## src/rtl/mem_access_ctrl_pkg.sv

```systemverilog
// Shared definitions for the M-stage memory access sequencer:
// load/store opcodes, access sizes, FSM states and small opcode decode helpers.
package mem_access_ctrl_pkg;

  typedef enum logic [2:0] {
    OP_LB  = 3'd0,
    OP_LBU = 3'd1,
    OP_LH  = 3'd2,
    OP_LHU = 3'd3,
    OP_LW  = 3'd4,
    OP_SB  = 3'd5,
    OP_SH  = 3'd6,
    OP_SW  = 3'd7
  } mem_op_e;

  typedef enum logic [1:0] {
    S_IDLE = 2'd0,
    S_WAIT = 2'd1,
    S_DONE = 2'd2
  } state_e;

  typedef enum logic [1:0] {
    SZ_BYTE = 2'd0,
    SZ_HALF = 2'd1,
    SZ_WORD = 2'd2
  } size_e;

  function automatic logic is_store(input mem_op_e op);
    return (op == OP_SB) || (op == OP_SH) || (op == OP_SW);
  endfunction

  function automatic logic is_signed_load(input mem_op_e op);
    return (op == OP_LB) || (op == OP_LH);
  endfunction

  function automatic size_e op_size(input mem_op_e op);
    case (op)
      OP_LB, OP_LBU, OP_SB: return SZ_BYTE;
      OP_LH, OP_LHU, OP_SH: return SZ_HALF;
      default:              return SZ_WORD;
    endcase
  endfunction

endpackage

```

## src/rtl/mem_lane_align.sv

```systemverilog
// Byte-lane steering for the data bus: alignment check, byte enables,
// store-data replication and load extraction with sign/zero extension.
// Purely combinational; no state, no backpressure.
module mem_lane_align
  import mem_access_ctrl_pkg::*;
(
  input  mem_op_e     op_i,
  input  logic [1:0]  addr_lo_i,
  input  logic [31:0] wdata_i,
  input  logic [31:0] rdata_i,
  output logic        aligned_o,
  output logic [3:0]  be_o,
  output logic [31:0] wdata_o,
  output logic [31:0] ld_o
);

  logic [7:0]  byte_sel;
  logic [15:0] half_sel;
  logic        sgn;

  // Decode size, pick the addressed lane(s) and build all outputs.
  always_comb begin
    aligned_o = 1'b1;
    be_o      = 4'b1111;
    wdata_o   = wdata_i;
    ld_o      = rdata_i;
    sgn       = is_signed_load(op_i);
    half_sel  = addr_lo_i[1] ? rdata_i[31:16] : rdata_i[15:0];
    case (addr_lo_i)
      2'd0:    byte_sel = rdata_i[7:0];
      2'd1:    byte_sel = rdata_i[15:8];
      2'd2:    byte_sel = rdata_i[23:16];
      default: byte_sel = rdata_i[31:24];
    endcase
    case (op_size(op_i))
      SZ_BYTE: begin
        be_o    = 4'b0001 << addr_lo_i;
        wdata_o = {4{wdata_i[7:0]}};
        ld_o    = {{24{sgn & byte_sel[7]}}, byte_sel};
      end
      SZ_HALF: begin
        aligned_o = ~addr_lo_i[0];
        be_o      = addr_lo_i[1] ? 4'b1100 : 4'b0011;
        wdata_o   = {2{wdata_i[15:0]}};
        ld_o      = {{16{sgn & half_sel[15]}}, half_sel};
      end
      default: begin
        aligned_o = (addr_lo_i == 2'b00);
      end
    endcase
  end

endmodule

```

## src/rtl/mem_access_ctrl.sv

```systemverilog
// M-stage load/store sequencer driving a req/ack data bus with lane steering.
// Latency: 3+ cycles per access (accept, WAIT until ack or timeout, DONE).
// Backpressure: stall held from accept through WAIT; bus_req held until bus_ack.
module mem_access_ctrl
  import mem_access_ctrl_pkg::*;
#(
  parameter int TIMEOUT = 64
) (
  input  logic        clk,
  input  logic        reset,
  input  logic        mem_valid,
  input  logic [2:0]  mem_op,
  input  logic [31:0] addr,
  input  logic [31:0] wdata,
  output logic        bus_req,
  output logic        bus_we,
  output logic [31:0] bus_addr,
  output logic [3:0]  bus_be,
  output logic [31:0] bus_wdata,
  input  logic [31:0] bus_rdata,
  input  logic        bus_ack,
  output logic        stall,
  output logic [31:0] ld_data,
  output logic        ld_valid,
  output logic        exc_adel,
  output logic        exc_ades,
  output logic        exc_bus
);

  localparam int CNT_W = $clog2(TIMEOUT + 1);

  state_e            state_q, state_d;
  logic [CNT_W-1:0]  cnt_q, cnt_d;
  mem_op_e           op_q, op_d;
  logic [1:0]        lo_q, lo_d;
  logic              req_q, req_d, we_q, we_d;
  logic [31:0]       baddr_q, baddr_d, bwdata_q, bwdata_d, ld_q, ld_d;
  logic [3:0]        be_q, be_d;
  logic              ldv_q, ldv_d, adel_q, adel_d, ades_q, ades_d, ebus_q, ebus_d;

  mem_op_e           cur_op, sel_op;
  logic [1:0]        sel_lo;
  logic              lane_aligned;
  logic [3:0]        lane_be;
  logic [31:0]       lane_wdata, lane_ld;

  // While waiting the lane logic extracts load data for the captured access;
  // otherwise it evaluates the incoming instruction.
  always_comb begin
    cur_op = mem_op_e'(mem_op);
    sel_op = (state_q == S_WAIT) ? op_q : cur_op;
    sel_lo = (state_q == S_WAIT) ? lo_q : addr[1:0];
  end

  mem_lane_align u_lane (
    .op_i      (sel_op),
    .addr_lo_i (sel_lo),
    .wdata_i   (wdata),
    .rdata_i   (bus_rdata),
    .aligned_o (lane_aligned),
    .be_o      (lane_be),
    .wdata_o   (lane_wdata),
    .ld_o      (lane_ld)
  );

  // Next-state, timeout counter, bus/result register updates and stall.
  always_comb begin
    state_d  = state_q;
    cnt_d    = cnt_q;
    op_d     = op_q;
    lo_d     = lo_q;
    req_d    = req_q;
    we_d     = we_q;
    baddr_d  = baddr_q;
    be_d     = be_q;
    bwdata_d = bwdata_q;
    ld_d     = ld_q;
    ldv_d    = 1'b0;
    adel_d   = 1'b0;
    ades_d   = 1'b0;
    ebus_d   = 1'b0;
    stall    = 1'b0;
    case (state_q)
      S_IDLE: begin
        if (mem_valid) begin
          if (lane_aligned) begin
            stall    = 1'b1;
            state_d  = S_WAIT;
            cnt_d    = '0;
            op_d     = cur_op;
            lo_d     = addr[1:0];
            req_d    = 1'b1;
            we_d     = is_store(cur_op);
            baddr_d  = {addr[31:2], 2'b00};
            be_d     = lane_be;
            bwdata_d = lane_wdata;
          end else begin
            adel_d = ~is_store(cur_op);
            ades_d = is_store(cur_op);
          end
        end
      end
      S_WAIT: begin
        stall = 1'b1;
        if (bus_ack) begin
          req_d   = 1'b0;
          state_d = S_DONE;
          if (!is_store(op_q)) begin
            ld_d  = lane_ld;
            ldv_d = 1'b1;
          end
        end else if (cnt_q == CNT_W'(TIMEOUT - 1)) begin
          req_d   = 1'b0;
          ebus_d  = 1'b1;
          state_d = S_DONE;
        end else begin
          cnt_d = cnt_q + CNT_W'(1);
        end
      end
      S_DONE: begin
        state_d = S_IDLE;
      end
      default: begin
        state_d = S_IDLE;
      end
    endcase
  end

  // State and output registers with synchronous reset.
  always_ff @(posedge clk) begin
    if (reset) begin
      state_q  <= S_IDLE;
      cnt_q    <= '0;
      op_q     <= OP_LB;
      lo_q     <= 2'b00;
      req_q    <= 1'b0;
      we_q     <= 1'b0;
      baddr_q  <= '0;
      be_q     <= '0;
      bwdata_q <= '0;
      ld_q     <= '0;
      ldv_q    <= 1'b0;
      adel_q   <= 1'b0;
      ades_q   <= 1'b0;
      ebus_q   <= 1'b0;
    end else begin
      state_q  <= state_d;
      cnt_q    <= cnt_d;
      op_q     <= op_d;
      lo_q     <= lo_d;
      req_q    <= req_d;
      we_q     <= we_d;
      baddr_q  <= baddr_d;
      be_q     <= be_d;
      bwdata_q <= bwdata_d;
      ld_q     <= ld_d;
      ldv_q    <= ldv_d;
      adel_q   <= adel_d;
      ades_q   <= ades_d;
      ebus_q   <= ebus_d;
    end
  end

  assign bus_req   = req_q;
  assign bus_we    = we_q;
  assign bus_addr  = baddr_q;
  assign bus_be    = be_q;
  assign bus_wdata = bwdata_q;
  assign ld_data   = ld_q;
  assign ld_valid  = ldv_q;
  assign exc_adel  = adel_q;
  assign exc_ades  = ades_q;
  assign exc_bus   = ebus_q;

endmodule

```

## config.mk

```make
export PLATFORM = sky130hd
export DESIGN_NAME = mem_access_ctrl
export DESIGN_NICKNAME = d
export VERILOG_FILES = /design/src/rtl/mem_access_ctrl_pkg.sv /design/src/rtl/mem_lane_align.sv /design/src/rtl/mem_access_ctrl.sv
export SDC_FILE = /design/constraint.sdc
export NUM_CORES = 1
export LEC_CHECK = 0
export BUFFER_PORTS_ARGS = -buffer_cell sky130_fd_sc_hd__buf_2
export CORE_ASPECT_RATIO = 1.5
export CORE_MARGIN = 2
export CORE_UTILIZATION = 45
export CTS_BUF_LIST = sky130_fd_sc_hd__clkbuf_8 sky130_fd_sc_hd__clkbuf_16
export DETAILED_ROUTE_END_ITERATION = 6
export GPL_TIMING_DRIVEN = 0
export PLACE_DENSITY = 0.85
export REMOVE_ABC_BUFFERS = 1
export SETUP_SLACK_MARGIN = 0.3
export SYNTH_ARGS = -nofsm -noshare
export SYNTH_HDL_FRONTEND = slang
export SYNTH_HIERARCHICAL = 1
export SYNTH_SLANG_ARGS = --single-unit
```

## constraint.sdc

```tcl
create_clock -name clk -period 3.3 [get_ports clk]
set_clock_uncertainty 0.1 [all_clocks]
set_input_delay 0.33 -clock clk [delete_from_list [all_inputs] [get_ports clk]]
set_output_delay 0.33 -clock clk [all_outputs]
set_load 0.03 [all_outputs]
```

==> metrics.csv <==
metric,value,unit
status,completed,
fin crit period,2990,ps
filler instances,1122,
crit-path cells,"nand2b_2, nand2_1, nand2_2, nor2_1, a22oi_1, a22oi_2, buf_4, nand3_4, nand2_1, buf_2",
die height,140,microns
CP peak stage delay,370,ps
First-pass DRT Iterations,4,
kind of critical path,reg2out,
Clock power frac,40.3,%
Final nets,993,
core region area,12100,sq um
ratio of final minimum period to clock period,90.7,%
unrepaired setup endpoints after global routing,yes,
Die ar.,13300,sq um
Worst EP required,2870,ps
internal power,0.00294,W
CP startpoint kind,register,
first-pass GRT wire length,26000,microns
design area,7250,sq um
Initial Util,46.2,%
total negative slack,0,ps
chip width,94.9,microns
GRT Resource Usage Total,24.9,%
Avg Vias per Cell,5.39,
CP max stage cell,dfxtp_1,
drt drc,0,
Clock transition at path regs,60,ps
switching power,0.00143,W
io pins,210,
htree depth,4,
# port buffers,207,
register area share after synthesis,42.3,%
Worst EP arrival,2560,ps
"Power, Total",0.00438,W
final WL,16900,microns
area grow syn2layout,29.9,%
dpl hpwl,10600,microns
"Clk Latency, worst-skew pair",410,ps
placed cell count,1014,
r2r endpoint,cnt_q[3]$_SDFFE_PP0P_,
n_diodes,0,
Storage cell area,2360,sq um
TritonCTS clock tree,yes,
vias in the first global route,5397,
hold depth,3,
Hold EP,bus_addr[25]$_SDFFE_PP0P_,
drt wl/cell,16.0,microns
ys flop type,dfxtp_1,
layout cells sized above 1,32.3,%
sequential power share,35.9,%
Setup Viol. Count Final,0,
r2r worst-path depth,11,
DRT iter0 DRCs,251,
total grt overflow,0,
crit path max fanout,17,
Sw Share,32.8,%
syn_area_per_cell,7.76,sq um
placed cell area,6530,sq um
Final Max Tran Viols,0,
CTS Hold Bufs,0,
Gate power share,23.9,%
multi-input logic area,2960,sq um
Post-Synthesis Cells,719,
Synth cell types,51,
Worst setup EP type,output port,
Worst-Margin Slew,1130,ps
routability cong.,0.822,
max_slew headroom,24.4,%
Crit Reg-Reg Startpoint,state_q[1]$_SDFFE_PP0P_,
Post-DRT Antenna Nets,0,
largest net degree at the start of global routing,60,
"reg-to-reg slack, setup",440,ps
pwr/cell area,603,nW/um^2
Post-Layout Cell Count,1055,
YS warnings,6,
hold path start,addr[25],
max frequency,334,MHz
register bit count reported by yosys,118,
Hold Path Class,in2reg,
Site Rows,49,
Max VDD drop,469,uV
Vias,5688,
number of synthesized flops with an enable pin,0,
static leakage,3.32,nW
worst hold margin,48.0,ps
asr flop ratio synth,0,%
clk sinks,118,
Syn Std Cell Area,5580,sq um
clock tree buffer depth,2,
Inserted Clock Buffers,17,
Root Driver,clkbuf_16,
final hold viol count,0,
most frequent CP cell,nand2_1,
max-cap violations,0,
initial antenna violation count,0,
through the flow:
step           worst slack, ps  utilization (%)
2_1_floorplan            -1150                -
4_1_cts                    258             59.9
3_5_place_dp              -979             54.0
5_1_grt                    168             60.0
6_report                   307             60.0
3_3_place_gp             -2500             53.5
layer usage:
| metal | global-route usage, % | part of all wire (%) | up-vias |
|---|---|---|---|
| li1 | - | - | 2788 |
| met1 | 27.2 | 39 | 2647 |
| met2 | 43.8 | 51 | 213 |
| met3 | 7.10 | 6.9 | 40 |
| met4 | 11.3 | 3.0 | 0 |
| met5 | 0 | 0 | - |
area by class of cell:
class / instances / area share (%)
inverters: 11 / 0.569
flip-flops and latches: 118 / 32.6
repair buffers: 214 / 15.5
multi-input cells: 527 / 40.9
clock inverters: 14 / 1.78
clock buffers: 18 / 6.06
well taps: 153 / 2.64
layout by cell type (no fill, tap or decap), drive strengths merged, types with 3 or more instances in the layout:
cell / n
a21o: 27
a21oi: 107
a221o: 9
a22oi: 7
and2: 4
and3: 3
buf: 214
clkbuf: 18
clkinv: 5
clkinvlp: 6
dfxtp: 118
inv: 13
mux2: 21
mux2i: 8
nand2: 241
nand2b: 5
nand3: 20
nand3b: 9
nor2: 9
o21ai: 7
o221ai: 15
o22ai: 4
power by group through the flow:
| stage | registers (W) | logic (W) | clock network, W |
|---|---|---|---|
| after floorplan | 0.00178 | 0.000466 | 0 |
| after global placement | 0.00160 | 0.000966 | 0 |
| after detailed placement | 0.00160 | 0.000983 | 0 |
| after CTS | 0.00157 | 0.00103 | 0.00179 |
| after global routing | 0.00158 | 0.00113 | 0.00185 |
| final | 0.00157 | 0.00104 | 0.00176 |
kinds of logic after synthesis:
| logic type | after synthesis | synth area share [%] |
|---|---|---|
| other cells | 1 | 0.0672 |
| flops | 118 | 42.3 |
| mux | 30 | 6.08 |
| compound gates | 187 | 21.1 |
| simple gates | 301 | 22.9 |
| xor+xnor | 2 | 0.314 |
| buf+inv | 79 | 7.00 |
| fa+ha+maj | 1 | 0.224 |
state kept, by name, indices dropped and copies added, names as in the netlist:
register and cells:
exc_bus 1, exc_ades 1, ld_valid 1, state_q 2
op_q 3, bus_wdata 32, exc_adel 1, bus_be 4
lo_q 2, cnt_q 7, bus_addr 30, bus_req 1
bus_we 1, ld_data 32
worst max-delay path by stage:
stage	start	endpoint	slack (ps)	cells after the start
6_report	state_q[1]$_SDFFE_PP0P_	stall	310	10
5_1_grt	state_q[1]$_SDFFE_PP0P_	stall	170	10
4_1_cts	state_q[1]$_SDFFE_PP0P_	stall	260	10
3_5_place_dp	state_q[0]$_SDFFE_PP0P_	stall	-980	9
3_3_place_gp	state_q[0]$_SDFFE_PP0P_	stall	-2500	9
2_1_floorplan	state_q[0]$_SDFFE_PP0P_	stall	-1150	8
cells in the mapped netlist (3+ instances only):
| cell type | number | area share (%) |
|---|---|---|
| nand3_1 | 16 | 1.4 |
| nand2b_1 | 5 | 0.56 |
| nand3b_1 | 9 | 1.2 |
| o221ai_1 | 15 | 2.4 |
| o21ai_0 | 6 | 0.54 |
| mux2_2 | 21 | 4.2 |
| inv_1 | 11 | 0.74 |
| nor2_1 | 9 | 0.61 |
| a21oi_1 | 107 | 9.6 |
| o22ai_1 | 4 | 0.45 |
| buf_6 | 3 | 0.61 |
| clkbuf_1 | 33 | 2.2 |
| nand2_1 | 240 | 16 |
| mux2i_1 | 8 | 1.4 |
| a22oi_1 | 7 | 0.94 |
| a221o_1 | 9 | 1.6 |
| buf_2 | 18 | 1.6 |
| buf_4 | 13 | 1.7 |
| a21o_1 | 25 | 3.4 |
| and2_1 | 4 | 0.45 |
| dfxtp_1 | 118 | 42 |
| and3_1 | 3 | 0.34 |
worst max-delay path, delay by kind of cell (launching register included):
kind / cells / cell delay (ps)
simple gates: 6 / 1100
compound gates: 2 / 280
flops: 1 / 370
buf+inv: 2 / 390
what timing repair did:
action / 4_1_cts / 5_1_grt
endpoints found under the hold margin: 0 / 0
gates resized for setup: 17 / 2
pin swaps: 3 / 0
endpoints found under the setup margin: 116 / 74
buffers inserted: 5 / 0
cloned: 3 / 1
No activity file was read; power rests on OpenSTA's default activity.
